**config.mk**
```make
export PLATFORM = sky130hd
export DESIGN_NAME = tipi_mailbox
export DESIGN_NICKNAME = d
export VERILOG_FILES = /design/src/rtl/tipi_pkg.sv /design/src/rtl/tipi_sync.sv /design/src/rtl/tipi_mailbox.sv
export SDC_FILE = /design/constraint.sdc
export NUM_CORES = 1
export LEC_CHECK = 0
export ABC_AREA = 0
export CORE_ASPECT_RATIO = 0.9
export CORE_MARGIN = 1.5
export CORE_UTILIZATION = 35
export CTS_CLUSTER_DIAMETER = 150
export CTS_CLUSTER_SIZE = 24
export DETAILED_ROUTE_END_ITERATION = 6
export PLACE_DENSITY = 0.71
export SLEW_MARGIN = 10
export SYNTH_ARGS = -nofsm -noshare
export SYNTH_HDL_FRONTEND = slang
export SYNTH_SLANG_ARGS = --single-unit
```
**constraint.sdc**
```tcl
create_clock -name clk -period 1.8 [get_ports clk]
set_input_delay 0.36 -clock clk [delete_from_list [all_inputs] [get_ports clk]]
set_output_delay 0.36 -clock clk [all_outputs]
set_load 0.03 [all_outputs]
```
**src/rtl/tipi_pkg.sv**
```systemverilog
// Shared constants and address helpers for the TI<->RPi mailbox.
// Address fields use natural numbering: TI bit i (bit 0 = MSB) is vector bit 15-i.
package tipi_pkg;

    localparam logic [15:0] WR_TOP_DEF = 16'h5FFF;

    // CRU decode fields in vector numbering (TI a[3], a[4:7], a[15])
    localparam int CRU_SEL_BIT = 12;
    localparam int CRU_BASE_HI = 11;
    localparam int CRU_BASE_LO = 8;
    localparam int CRU_IDX_LO  = 1;
    localparam int CRU_VAL_BIT = 0;

    function automatic logic [15:0] wr_addr(input logic [15:0] top, input int k);
        return top - 16'(2 * k);
    endfunction

    function automatic logic [15:0] rd_addr(input logic [15:0] top, input int nch, input int k);
        return top - 16'(2 * nch) - 16'(2 * k);
    endfunction

endpackage

```
**src/rtl/tipi_sync.sv**
```systemverilog
// Multi-flop synchroniser for one TI strobe with a falling-edge detect.
// Reset loads every flop with RST_VAL so no spurious edge appears after reset.
module tipi_sync #(
    parameter int   STAGES  = 2,
    parameter logic RST_VAL = 1'b1
) (
    input  logic clk,
    input  logic rst,
    input  logic d_i,
    output logic q_o,
    output logic fall_o
);

    logic [STAGES-1:0] sync_q;
    logic              last_q;

    always_ff @(posedge clk) begin
        if (rst) begin
            sync_q <= {STAGES{RST_VAL}};
            last_q <= RST_VAL;
        end else begin
            sync_q <= {sync_q[STAGES-2:0], d_i};
            last_q <= sync_q[STAGES-1];
        end
    end

    assign q_o    = sync_q[STAGES-1];
    assign fall_o = last_q & ~sync_q[STAGES-1];

endmodule

```
**src/rtl/tipi_mailbox.sv**
```systemverilog
// TI-side mailbox: TI->RPi registers with valid/ack/overrun, RPi->TI readback
// registers with combinational buffer enables, and CRU enable bits.
module tipi_mailbox
    import tipi_pkg::*;
#(
    parameter int          NCH         = 2,
    parameter int          DW          = 8,
    parameter logic [15:0] WR_TOP      = WR_TOP_DEF,
    parameter int          NCRU        = 1,
    parameter int          SYNC_STAGES = 2,
    parameter int          GATE_ON_CRU = 1
) (
    input  logic              clk,
    input  logic              rst,
    input  logic [15:0]       ti_a,
    input  logic [DW-1:0]     ti_data,
    input  logic              ti_memen,
    input  logic              ti_we,
    input  logic              ti_dbin,
    input  logic              ti_cruclk,
    input  logic              ti_reset,
    input  logic [3:0]        cru_base,
    output logic [NCH-1:0]    rd_oe_n,
    output logic [NCH*DW-1:0] tx_data,
    output logic [NCH-1:0]    tx_valid,
    input  logic [NCH-1:0]    tx_ack,
    output logic [NCH-1:0]    tx_overrun,
    input  logic              ovr_clr,
    input  logic [NCH*DW-1:0] rx_data,
    input  logic [NCH-1:0]    rx_we,
    output logic [NCH*DW-1:0] rx_q,
    output logic [NCRU-1:0]   cru_bits
);

    localparam int CW = (NCRU > 1) ? $clog2(NCRU) : 1;

    logic we_fall, cru_fall, memen_s, treset_s;
    logic we_lvl_unused, memen_fall_unused, cruclk_lvl_unused, treset_fall_unused;

    tipi_sync #(.STAGES(SYNC_STAGES), .RST_VAL(1'b1)) u_sync_we (
        .clk(clk), .rst(rst), .d_i(ti_we), .q_o(we_lvl_unused), .fall_o(we_fall)
    );
    tipi_sync #(.STAGES(SYNC_STAGES), .RST_VAL(1'b1)) u_sync_memen (
        .clk(clk), .rst(rst), .d_i(ti_memen), .q_o(memen_s), .fall_o(memen_fall_unused)
    );
    tipi_sync #(.STAGES(SYNC_STAGES), .RST_VAL(1'b1)) u_sync_cruclk (
        .clk(clk), .rst(rst), .d_i(ti_cruclk), .q_o(cruclk_lvl_unused), .fall_o(cru_fall)
    );
    tipi_sync #(.STAGES(SYNC_STAGES), .RST_VAL(1'b1)) u_sync_reset (
        .clk(clk), .rst(rst), .d_i(ti_reset), .q_o(treset_s), .fall_o(treset_fall_unused)
    );

    // Address/data delay lines keep the bus aligned with the synchronised strobes
    logic [15:0]   a_dly_q [SYNC_STAGES];
    logic [DW-1:0] d_dly_q [SYNC_STAGES];
    logic [15:0]   a_al;
    logic [DW-1:0] d_al;

    always_ff @(posedge clk) begin
        a_dly_q[0] <= ti_a;
        d_dly_q[0] <= ti_data;
        for (int i = 1; i < SYNC_STAGES; i++) begin
            a_dly_q[i] <= a_dly_q[i-1];
            d_dly_q[i] <= d_dly_q[i-1];
        end
    end

    assign a_al = a_dly_q[SYNC_STAGES-1];
    assign d_al = d_dly_q[SYNC_STAGES-1];

    logic [NCH*DW-1:0] tx_data_q, tx_data_d, rx_q_q, rx_q_d;
    logic [NCH-1:0]    tx_valid_q, tx_valid_d, tx_ovr_q, tx_ovr_d, hit;
    logic [NCRU-1:0]   cru_q, cru_d;
    logic              gate_en, wr_ev, cru_ev;
    int                cru_idx;

    always_comb begin
        gate_en    = (GATE_ON_CRU == 0) || cru_q[0];
        wr_ev      = we_fall & ~memen_s & gate_en;
        cru_ev     = cru_fall & memen_s & a_al[CRU_SEL_BIT]
                     & (a_al[CRU_BASE_HI:CRU_BASE_LO] == cru_base);
        cru_idx    = (NCRU > 1) ? int'(a_al[CW:CRU_IDX_LO]) : 0;
        hit        = '0;
        tx_data_d  = tx_data_q;
        tx_valid_d = tx_valid_q;
        tx_ovr_d   = tx_ovr_q;
        rx_q_d     = rx_q_q;
        cru_d      = cru_q;

        for (int k = 0; k < NCH; k++) begin
            hit[k] = wr_ev && (a_al == wr_addr(WR_TOP, k));
            // A write beats a coincident ack; an overrun set beats ovr_clr
            if (hit[k]) begin
                tx_data_d[k*DW +: DW] = d_al;
                tx_valid_d[k]         = 1'b1;
                if (tx_valid_q[k] && !tx_ack[k]) tx_ovr_d[k] = 1'b1;
                else if (ovr_clr)                tx_ovr_d[k] = 1'b0;
            end else begin
                if (tx_ack[k]) tx_valid_d[k] = 1'b0;
                if (ovr_clr)   tx_ovr_d[k]   = 1'b0;
            end
            if (rx_we[k]) rx_q_d[k*DW +: DW] = rx_data[k*DW +: DW];
        end

        if (!treset_s) begin
            cru_d = '0;
        end else if (cru_ev) begin
            for (int i = 0; i < NCRU; i++) begin
                if (i == cru_idx) cru_d[i] = a_al[CRU_VAL_BIT];
            end
        end
    end

    always_ff @(posedge clk) begin
        if (rst) begin
            tx_data_q  <= '0;
            tx_valid_q <= '0;
            tx_ovr_q   <= '0;
            rx_q_q     <= '0;
            cru_q      <= '0;
        end else begin
            tx_data_q  <= tx_data_d;
            tx_valid_q <= tx_valid_d;
            tx_ovr_q   <= tx_ovr_d;
            rx_q_q     <= rx_q_d;
            cru_q      <= cru_d;
        end
    end

    // Read enables come straight off the raw bus: TI read timing cannot wait for sync
    always_comb begin
        rd_oe_n = '1;
        for (int k = 0; k < NCH; k++) begin
            if (!rst && !ti_memen && ti_dbin && gate_en && (ti_a == rd_addr(WR_TOP, NCH, k)))
                rd_oe_n[k] = 1'b0;
        end
    end

    assign tx_data    = tx_data_q;
    assign tx_valid   = tx_valid_q;
    assign tx_overrun = tx_ovr_q;
    assign rx_q       = rx_q_q;
    assign cru_bits   = cru_q;

endmodule

```
==> impl_metrics.tcl <==
set metrics [dict create \
    clock_sinks 95 \
    min_period_over_period_pct 99.5 \
    gr-max-usage-layer "met2" \
    viasPerCell 4.72 \
    initialDrtViolationCount 67 \
    numPlacedInstances 422 \
    clock_path_buffers 2 \
    worstPathRequired_ps 1440 \
    cp-start-kind "input pin" \
    worstPathMaxFanout 2 \
    syn2layout_area_growth_pct 45.2 \
    timing.fmax_mhz 558 \
    max_stage_delay_ps 300 \
    use_met1_pct 16.5 \
    cp.depth 6 \
    synth-edff-count 0 \
    track_usage_pct 13.7 \
    synth-seq-cells 95 \
    path_delay_family "simple AND/OR/NAND/NOR gates" \
    worstPathArrival_ps 1430 \
    vias 2066 \
    finalNetCount 393 \
    firstDrtPassIters 4 \
    syn_avg_cell_area_um2 11.8 \
    boundaryPins 95 \
    rsz0062_at_grt "true" \
    antenna_found_initial 0 \
    start_util_pct 36.6 \
    die_w_um 97.3 \
    cts_tree "built" \
    setup_viol 0 \
    synth_area_leaders "dfxtp_1 (68%), mux2i_1 (6.1%), nand4b_1 (3.4%)" \
    drtAntennaViolNets 0 \
    slew_viol_final 0 \
    grt_pass1_vias 1970 \
    grt_overflow_total 0 \
    reg2reg_depth 4 \
    portBuffers 94 \
    cts_root_buf "clkbuf_8" \
    cts-buffers-inserted 9 \
    path_clk_slew_ps 80 \
    grt_pass1_wl_mm 9.11 \
    peakVddDrop_mv 0.522 \
    outcome "finished, final reports clean" \
    tightestPinTransition_ps 488 \
    hpwl_mm 4.07 \
    ys.warnings.count 0 \
    async_flop_share_pct 0 \
    worstSetupStartpoint "ti_a[13]" \
    yosys.area.top_type "dfxtp_1" \
    slew_headroom_pct 67.4 \
    ys_top_cells_by_count "dfxtp_1 (95), a21oi_1 (18), mux2i_1 (17), nor2_1 (17), o21ai_0 (16)" \
    ys_seq_area_share_pct 67.9 \
    path_cells "clkdlybuf4s15_1, nand4b_1, nor4b_2, buf_4, nand2_2, buf_6" \
    synth_ff_type "dfxtp_1" \
    die-area_mm2 0.00855 \
    h-tree-depth 3 \
    fin_skew_ps 12.5 \
    worst_skew_pair.late_latency_ps 350 \
    power_density_mw_per_mm2 929 \
    wire_per_inst_um 13.0 \
    p_leak_nw 1.61 \
    yosysUniqueCellTypes 27 \
    drc 0 \
    synth_top_area_share_pct 67.9 \
    grtUsageMet2_pct 22.2 \
    critPathCaptureType "output port" \
    cts-hold-fix-buffers 0 \
    grtUsageMet3_pct 5.19 \
    drive_above_1_share_pct 13.2 \
    num_rows 30 \
    grt_max_degree 50 \
    hold_violations 0 \
    syn_nets 294 \
    hold_class "input pin to flop" \
    path_class "input pin to output port" \
    n_antenna_cell 0 \
    stdcell_count 438 \
    rr_endpoint "tx_overrun[1]" \
    yosysMostFrequentCell "dfxtp_1" \
    endpoint "rd_oe_n[0]" \
    path_buf_inv 3 \
    rr_startpoint "a_dly_q[0][31]" \
    wirelength_mm 5.69 \
    synth_area_mm2 0.00280 \
    core_mm2 0.00766 \
    r2r_slack_ps 100 \
    totalPowerFinal_mw 3.78 \
    syn_inst 238 \
    routabilityCongestion 0.719 \
    setup_tns_ps 0 \
    crit_path_top_delay_cell "nor4b_2" \
    min_period_ps 1790 \
    die_h_um 87.9 \
    cap_violations 0 \
]
==> logic make-up after synthesis <==
logic type             count (synthesis)  share of synthesized area, %
flip-flops                            95                          67.9
AND/OR/NAND/NOR                       72                          15.9
AO/OA/AOI/OAI                         36                          6.93
multiplexers                          17                          6.08
buffers and inverters                 14                          1.97
XOR/XNOR                               4                          1.25
==> registers in the layout, summed over array words and instances, names as in the netlist, 2 cells and up <==
signal / cells
rx_q: 16
tx_data: 16
u_sync_cruclk.sync_q: 2
tx_valid: 2
u_sync_reset.sync_q: 2
tx_overrun: 2
d_dly_q: 16
u_sync_we.sync_q: 2
u_sync_memen.sync_q: 2
a_dly_q: 32
==> worst min-delay path by stage <==
stage / slack (ps) / endpoint / start / depth (start not counted)
floorplan: 310 / a_dly_q[0][16] / a_dly_q[0][0] / 0
global placement: 310 / d_dly_q[0][13] / d_dly_q[0][5] / 0
detailed placement: 310 / d_dly_q[0][9] / d_dly_q[0][1] / 0
CTS: 190 / a_dly_q[0][13] / ti_a[13] / 1
global route: 200 / a_dly_q[0][2] / ti_a[2] / 1
finish: 210 / a_dly_q[0][2] / ti_a[2] / 1
==> cell usage in the layout (no fill, tap or decap), types with 2 or more instances in the layout <==
master	Yosys	routed
nand2_1	4	3
mux2i_1	17	17
buf_6	0	3
dlygate4sd2_1	0	15
clkdlybuf4s50_1	0	69
nand3b_1	3	3
nand4b_1	11	11
inv_6	0	2
dlymetal6s2s_1	0	4
dfxtp_1	95	94
nand2b_1	5	4
nand3_1	2	2
nand4_1	11	11
xnor2_1	3	3
or2_2	10	9
nor2_1	17	17
clkbuf_8	0	10
a21oi_1	18	18
clkdlybuf4s15_1	0	2
o21ai_0	16	15
buf_4	0	8
nand4bb_1	2	2
==> per-layer routing <==
metal  wire (um)  vias to the layer above
met5           0                        -
met4          87                        0
met3         353                        7
met2        2700                       72
met1        2550                      953
li1            -                     1034
==> power by group <==
group / internal (mW) / switching [mW] / total [mW] / leakage, nW
clock: 0.550 / 0.705 / 1.26 / 0.0903
combinational: 0.174 / 0.127 / 0.301 / 0.733
sequential: 2.19 / 0.0314 / 2.22 / 0.790
==> final cells by class <==
type,count,area (um2)
Sequential cell,95,1900
Fill cell,702,3590
Clock buffer,11,141
Timing Repair Buffer,102,991
Clock inverter,5,38.8
Multi-Input combinational cell,129,871
Tap cell,96,120
==> worst register-to-register path: stages (launching register included) <==
cell and delay, ps:
dfxtp_1 310, nand4bb_1 220, or4_4 540, or2_1 290, o32ai_2 250
==> stage by stage <==
stage | util (%) | setup WS (ps) | instance area [um2] | hold WS [ps]
finish | 53.1 | 9.28 | 4070 | 214
global placement | 50.5 | -902 | 3870 | 310
detailed placement | 50.5 | -877 | 3870 | 312
CTS | 52.8 | -19.0 | 4040 | 193
global route | 53.1 | -52.1 | 4070 | 197
floorplan | - | 82.4 | 2800 | 310
==> what timing repair did <==
item                                    CTS  global route
setup buffers                             0             0
gates resized for setup                  40            11
endpoints found under the setup margin    3             9
pin swaps                                 8             2
(Power assumes the default switching activity.)
